<file path="src/rtl/imm_extend_pipe.sv">
// Decode-stage immediate extender: widens an N-bit immediate by mode and queues the result
// in a 2-entry elastic buffer behind a valid/ready handshake.
module imm_extend_pipe #(
  parameter int unsigned N          = 16,
  parameter int unsigned FINAL_SIZE = 32
) (
  input  logic                  clk_i,
  input  logic                  rst_i,
  input  logic                  flush_i,
  input  logic                  in_valid_i,
  output logic                  in_ready_o,
  input  logic [N-1:0]          in_data_i,
  input  logic [1:0]            in_mode_i,
  output logic                  out_valid_o,
  input  logic                  out_ready_i,
  output logic [FINAL_SIZE-1:0] out_data_o,
  output logic [1:0]            count_o
);

  // Branch mode shifts the sign-extended value left by two; it needs two spare bits.
  if (FINAL_SIZE < N + 2) begin : gen_width_check
    $error("imm_extend_pipe: FINAL_SIZE must be >= N+2");
  end

  typedef enum logic [1:0] {
    StEmpty = 2'd0,
    StOne   = 2'd1,
    StFull  = 2'd2
  } state_e;

  state_e                state_q;
  logic [FINAL_SIZE-1:0] head_q;
  logic [FINAL_SIZE-1:0] tail_q;
  logic [FINAL_SIZE-1:0] sext;
  logic [FINAL_SIZE-1:0] ext;
  logic                  push;
  logic                  pop;

  assign sext = {{(FINAL_SIZE-N){in_data_i[N-1]}}, in_data_i};

  always_comb begin
    ext = sext;
    unique case (in_mode_i)
      2'b00: ext = sext;
      2'b01: ext = {{(FINAL_SIZE-N){1'b0}}, in_data_i};
      2'b10: ext = {in_data_i, {(FINAL_SIZE-N){1'b0}}};
      2'b11: ext = {sext[FINAL_SIZE-3:0], 2'b00};
      default: ext = sext;
    endcase
  end

  assign in_ready_o  = !rst_i && !flush_i && (state_q != StFull);
  assign out_valid_o = (state_q != StEmpty);
  assign out_data_o  = head_q;
  assign count_o     = state_q;

  assign push = in_valid_i && in_ready_o;
  assign pop  = out_valid_o && out_ready_i;

  always_ff @(posedge clk_i) begin
    if (rst_i || flush_i) begin
      state_q <= StEmpty;
      head_q  <= '0;
      tail_q  <= '0;
    end else begin
      unique case (state_q)
        StEmpty: begin
          if (push) begin
            head_q  <= ext;
            state_q <= StOne;
          end
        end
        StOne: begin
          if (push && pop) begin
            head_q <= ext;
          end else if (push) begin
            tail_q  <= ext;
            state_q <= StFull;
          end else if (pop) begin
            head_q  <= '0;
            state_q <= StEmpty;
          end
        end
        StFull: begin
          if (pop) begin
            head_q  <= tail_q;
            tail_q  <= '0;
            state_q <= StOne;
          end
        end
        default: begin
          state_q <= StEmpty;
          head_q  <= '0;
          tail_q  <= '0;
        end
      endcase
    end
  end

endmodule

</file>
<file path="config.mk">
export PLATFORM = sky130hd
export DESIGN_NAME = imm_extend_pipe
export DESIGN_NICKNAME = d
export VERILOG_FILES = /design/src/rtl/imm_extend_pipe.sv
export SDC_FILE = /design/constraint.sdc
export NUM_CORES = 1
export LEC_CHECK = 0
export BUFFER_PORTS_ARGS = -buffer_cell sky130_fd_sc_hd__buf_2
export CORE_ASPECT_RATIO = 1.5
export CORE_MARGIN = 3
export CORE_UTILIZATION = 50
export DETAILED_ROUTE_END_ITERATION = 6
export GPL_TIMING_DRIVEN = 0
export PLACE_DENSITY = 0.73
export SKIP_LAST_GASP = 1
export SYNTH_ARGS = -nofsm -noshare
export SYNTH_HDL_FRONTEND = slang
export SYNTH_SLANG_ARGS = --single-unit
</file>
<file path="constraint.sdc">
create_clock -name clk_i -period 1.75 [get_ports clk_i]
set_clock_uncertainty 0.2 [all_clocks]
set_input_delay 0.0875 -clock clk_i [delete_from_list [all_inputs] [get_ports clk_i]]
set_output_delay 0.0875 -clock clk_i [all_outputs]
set_load 0.005 [all_outputs]
</file>
* Word level (Yosys, flattened, before mapping)
Cells that the tools add are included.
** Operators by class
- Add/subtract/negate cells :: 0
- Multiply operators :: 0
- Div/mod/pow operators :: 0
- $lt $le $gt $ge :: 0
- Equal/unequal tests :: 13
- Shift operators :: 0
- Muxes and demuxes :: 15
- Bitwise operators :: 1
- Reductions and logical operators :: 14
** Operator list (number)
- 32-bit two-way mux :: 6
- 32-bit one-hot mux with 3 select lines :: 2
- 32-bit one-hot mux with 4 select lines :: 1
- 4-bit AND reduction :: 3
- 2-bit two-way mux :: 5
- 2-bit inequality test (second input constant) :: 5
- 3-bit inequality test (second input constant) :: 3
- 2-bit equality test (second input constant) :: 3
- 2-bit one-hot mux with 3 select lines :: 1
- 1-bit logical AND :: 5
- 2-bit by 1-bit equality test with 1-bit output (second input constant) :: 2
- 2-bit zero test :: 2
- 1-bit zero test :: 2
- 2-bit nonzero test :: 1
- 1-bit logical OR :: 1
- 1-bit inverter :: 1
** Word-level totals
- Register bits after elaboration :: 66
- Bits in latches :: 0
- RAM bits :: 0
- Bits in read-only memories :: 0
- Input bits :: 23
- Output and inout bits :: 36
- Logic and storage cells :: 46
- Memories kept :: 0

* Logic depth before layout (Yosys ltp)
- Depth after elaboration :: 7
- Depth in mapped cells :: 7
- Depth with buffers taken out :: 4

* Worst setup path after synthesis
OpenSTA, ideal clock, no wires.
- Kind :: reg-to-reg
- From :: reg state_q[1], in the netlist count_o[1]
- To :: reg head_q[15], in the netlist out_data_o[15]
- Setup time :: 0.122 ns
- Data arrival time :: 1.310 ns
- Required time :: 1.428 ns
- Path slack :: 0.118 ns
- Cell stages (with the launch flop) :: 7
- Path buffers :: 3
- Period minus slack after synthesis :: 1.632 ns
- Cells stage by stage :: dfxtp_1 > buf_6 > nor2b_1 > and3_1 > clkbuf_2 > buf_2 > a221o_1
** On the way
- Cells in the longest elaborated chain, start to end :: 6
- Elaborated cells on any way between the ends :: 16
- Classes of those cells :: 7 x eq/ne; 2 x mux; 7 x reduce/logical
** RTL lines
- start, declared :: line 31 : state_e state_q;
- start signal, assigned :: line 62 : state_q <= StEmpty;
- start signal, assigned :: line 70 : state_q <= StOne;
- start signal, assigned :: line 78 : state_q <= StFull;
- 2-bit inequality test :: line 52 : assign in_ready_o = !rst_i && !flush_i && (state_q != StFull);
- 1-bit logical AND :: line 52
- 1-bit logical AND :: line 57 : assign push = in_valid_i && in_ready_o;
- 1-bit logical AND :: line 74 : if (push && pop) begin
- 3-bit inequality test (no line) / 32-bit two-way mux (equally long branches)
- 4-bit AND reduction (no line) / 32-bit one-hot mux with 3 select lines (equally long branches)
- end signal, assigned :: line 69 : head_q <= ext;
- end signal, assigned :: line 75 : head_q <= ext;
- end signal, assigned :: line 86 : head_q <= tail_q;
- end, declared :: line 32 : logic [FINAL_SIZE-1:0] head_q;
Several ways; a longest one is shown, not always the timed one.
A chain may end at the register's enable or synchronous reset.

* Worst setup path after layout
- From :: reg state_q[1], in the netlist count_o[1]
- To :: out in_ready_o
** On the way
- Cells in the longest elaborated chain, start to end :: 2
** RTL lines
- 2-bit inequality test :: line 52
- 1-bit logical AND :: line 52
- end, declared :: line 11 : output logic in_ready_o,
Every way passes these cells.

==> impl_metrics.tcl <==
set metrics [dict create \
    port_buffers 55 \
    cpMostUsedCell "buf_6" \
    seq_area_mm2 0.001323 \
    r2r_start "count_o[1]" \
    clk_pin_slew_ps 60 \
    multi_input_area_mm2 0.001520 \
    clkLatencyLatePin_ps 340 \
    syn_area_mm2 0.003029 \
    cts_buffers 9 \
    leakagePower_nw 1.634 \
    crit_slowest_cell "dfxtp_2" \
    antenna_left 0 \
    syn-num-nets 337 \
    cpPeakStageDelay_ps 330 \
    rr_worst_depth 6 \
    finalSetupViolCount 0 \
    cts_tree "built" \
    worst_pin_slew_ps 409.6 \
    drt-met1-wl_um 3297 \
    power.total_mw 3.033 \
    crit_path_end "in_ready_o" \
    fp.dieH_um 101.3 \
    synth_most_common_cell "dfxtp_1" \
    routed_via_density 5.596 \
    timing.hold.ws_ps 15.85 \
    synth_edf_count 0 \
    num_vias 2675 \
    synth_area_leaders "dfxtp_1, a22o_1, nor2b_1, a221o_1, mux2i_1" \
    area_growth_pct 25.44 \
    min-delay-start "in_valid_i" \
    fin_ws_ps 35.11 \
    worstSetupStartpointType "flop" \
    ys_seq_area_share_pct 43.62 \
    fin_crit_ps 1715 \
    cts.sinks 66 \
    synth-async-reset-ratio_pct 0 \
    critical_path_required_ps 1460 \
    ys_top_cells_by_count "dfxtp_1, nor2b_1, a22o_1" \
    rows 34 \
    peakVddDrop_mv 0.5700 \
    met2_length_um 3746 \
    cts-root-buf "clkbuf_8" \
    grt-ovfl-total 0 \
    track_usage_pct 21.17 \
    crit_path_end_kind "output pin" \
    drtIter0Drc 142 \
    hold_viol 0 \
    finalWeightedCongestion 0.8888 \
    dr_wl_met3_um 295 \
    path_class "flop to output pin" \
    yosys_warnings 0 \
    h-tree-depth 3 \
    hp-class "input pin to flop" \
    holdPathStages 5 \
    ctsLongestPathBuffers 2 \
    cp_cell_sequence "buf_6 > nor2b_2 > buf_4 > buf_6 > nor2_1 > buf_2" \
    yosysUniqueCellTypes 39 \
    ys_ff_latch 66 \
    grt_max_degree 12 \
    grt_pass1_vias 2567 \
    fp.dieArea_mm2 0.007048 \
    antenna_cells 0 \
    worst_ep_arrival_time_ps 1430 \
    slew_viol_final 0 \
    postSynthAreaPerCell_um2 9.647 \
    fp.dieW_um 69.55 \
    max_cap_violations 0 \
    rsz0062_at_grt "true" \
    core_mm2 0.005828 \
    r2r-end "out_data_o[15]" \
    layout.nets 424 \
    crit_start "count_o[1]" \
    routed.top_layer "met4" \
    drc 0 \
    synth-main-ff-cell "dfxtp_1" \
    antenna_found_initial 0 \
    drtPass1Iterations 6 \
    drive_above_1_share_pct 28.33 \
    initial_core_util_pct 51.98 \
    grt_pass1_wl_um 12040 \
    synth_top_area_cell "dfxtp_1" \
    power_density_mw_per_mm2 798.1 \
    fmax_mhz 583.1 \
    post_synth_inst_count 314 \
    wire_per_inst_um 15.64 \
    dp_hpwl_um 5472 \
    n_fill_cell 472 \
    slew_headroom_pct 72.63 \
    dp_worst_setup_slack_ps -28.87 \
    critPathMaxFanout 10 \
    netlist.area_leader.share_pct 43.62 \
    status "completed" \
    regToRegSetupSlack_ps 60 \
    timing.final.crit_share_pct 97.99 \
    wl_um 7474 \
    num_io_pins 59 \
]
## repair_timing
action                                 in CTS  in global routing
gates cloned                                0                  1
hold buffers                               18                  0
endpoints found under the hold margin      15                  0
resized for setup                           4                  9
buffers inserted                            2                  1
pin swaps                                   0                  2
setup endpoints to repair                  11                 44
## registers in the layout (all words and copies together) (netlist names)
register	cells
tail_q	32
out_data_o	32
count_o	2
## layer usage
layer,GRT usage (%),vias to the layer above
met5,0,-
met4,11.13,0
met3,3.575,12
met2,36.84,70
met1,24.95,1259
li1,-,1334
## worst max-delay path, delay by kind of cell (launching register included)
family                 cells  cell delay [ps]
AND/OR/NAND/NOR            2              230
buffers and inverters      4              530
flip-flops                 1              330
## layout by cell type (no fill, tap or decap), types with 2 or more instances in the layout
master and instances:
a21o_1 2, a21oi_1 19, a221o_1 16, a22o_1 31, a22oi_1 2, and2_4 2, buf_2 69, buf_4 8
buf_6 7, clkbuf_1 4, clkbuf_8 10, clkinv_2 3, clkinvlp_4 2, dfxtp_1 65, dlygate4sd3_1 18, inv_1 4
mux2i_1 15, nand2_1 17, nand2_2 2, nand3_1 4, nor2_1 6, nor2_2 2, nor2b_1 31, o21a_1 2
o21ai_0 21, o21ai_1 10, o2bb2ai_1 15
## cell families (layout without fill, tap and decap cells)
| logic type | count (synthesis) | count (layout) | synth area share [%] |
|---|---|---|---|
| AOI/OAI and AO/OA | 122 | 122 | 29.57 |
| buffers and inverters | 34 | 126 | 6.774 |
| DFF | 66 | 66 | 43.62 |
| muxes | 15 | 15 | 4.956 |
| and+or+nand+nor | 77 | 77 | 15.08 |
## worst min-delay path by stage
stage,end
floorplan,tail_q[2]
global placement,tail_q[12]
detailed placement,tail_q[7]
CTS,count_o[0]
global route,count_o[0]
finish,count_o[0]
## cell type report
class | instances | share of cell area (%)
Clock inverter | 5 | 0.7903
Multi-Input combinational cell | 214 | 40.01
Timing Repair Buffer | 77 | 12.71
Tap cell | 72 | 2.371
Inverter | 4 | 0.3951
Sequential cell | 66 | 34.80
Buffer | 29 | 5.203
Clock buffer | 11 | 3.721
## stage by stage
step | utilization (%) | std cells | TNS [ps] | area, µm²
5_1_grt | 65.20 | 478 | -288.3 | 3800
2_1_floorplan | - | 314 | 0 | 3029
3_3_place_gp | 58.24 | 441 | 0 | 3395
4_1_cts | 64.64 | 476 | -14.14 | 3767
6_report | 65.20 | 478 | 0 | 3800
3_5_place_dp | 58.24 | 441 | -143.1 | 3395
## power by group
| group | total [mW] | switching [mW] | internal, mW |
|---|---|---|---|
| Combinational | 0.393 | 0.210 | 0.183 |
| Clock | 1.10 | 0.555 | 0.544 |
| Sequential | 1.54 | 0.0124 | 1.53 |
| Total | 3.03 | 0.778 | 2.25 |
(Power assumes the default switching activity.)
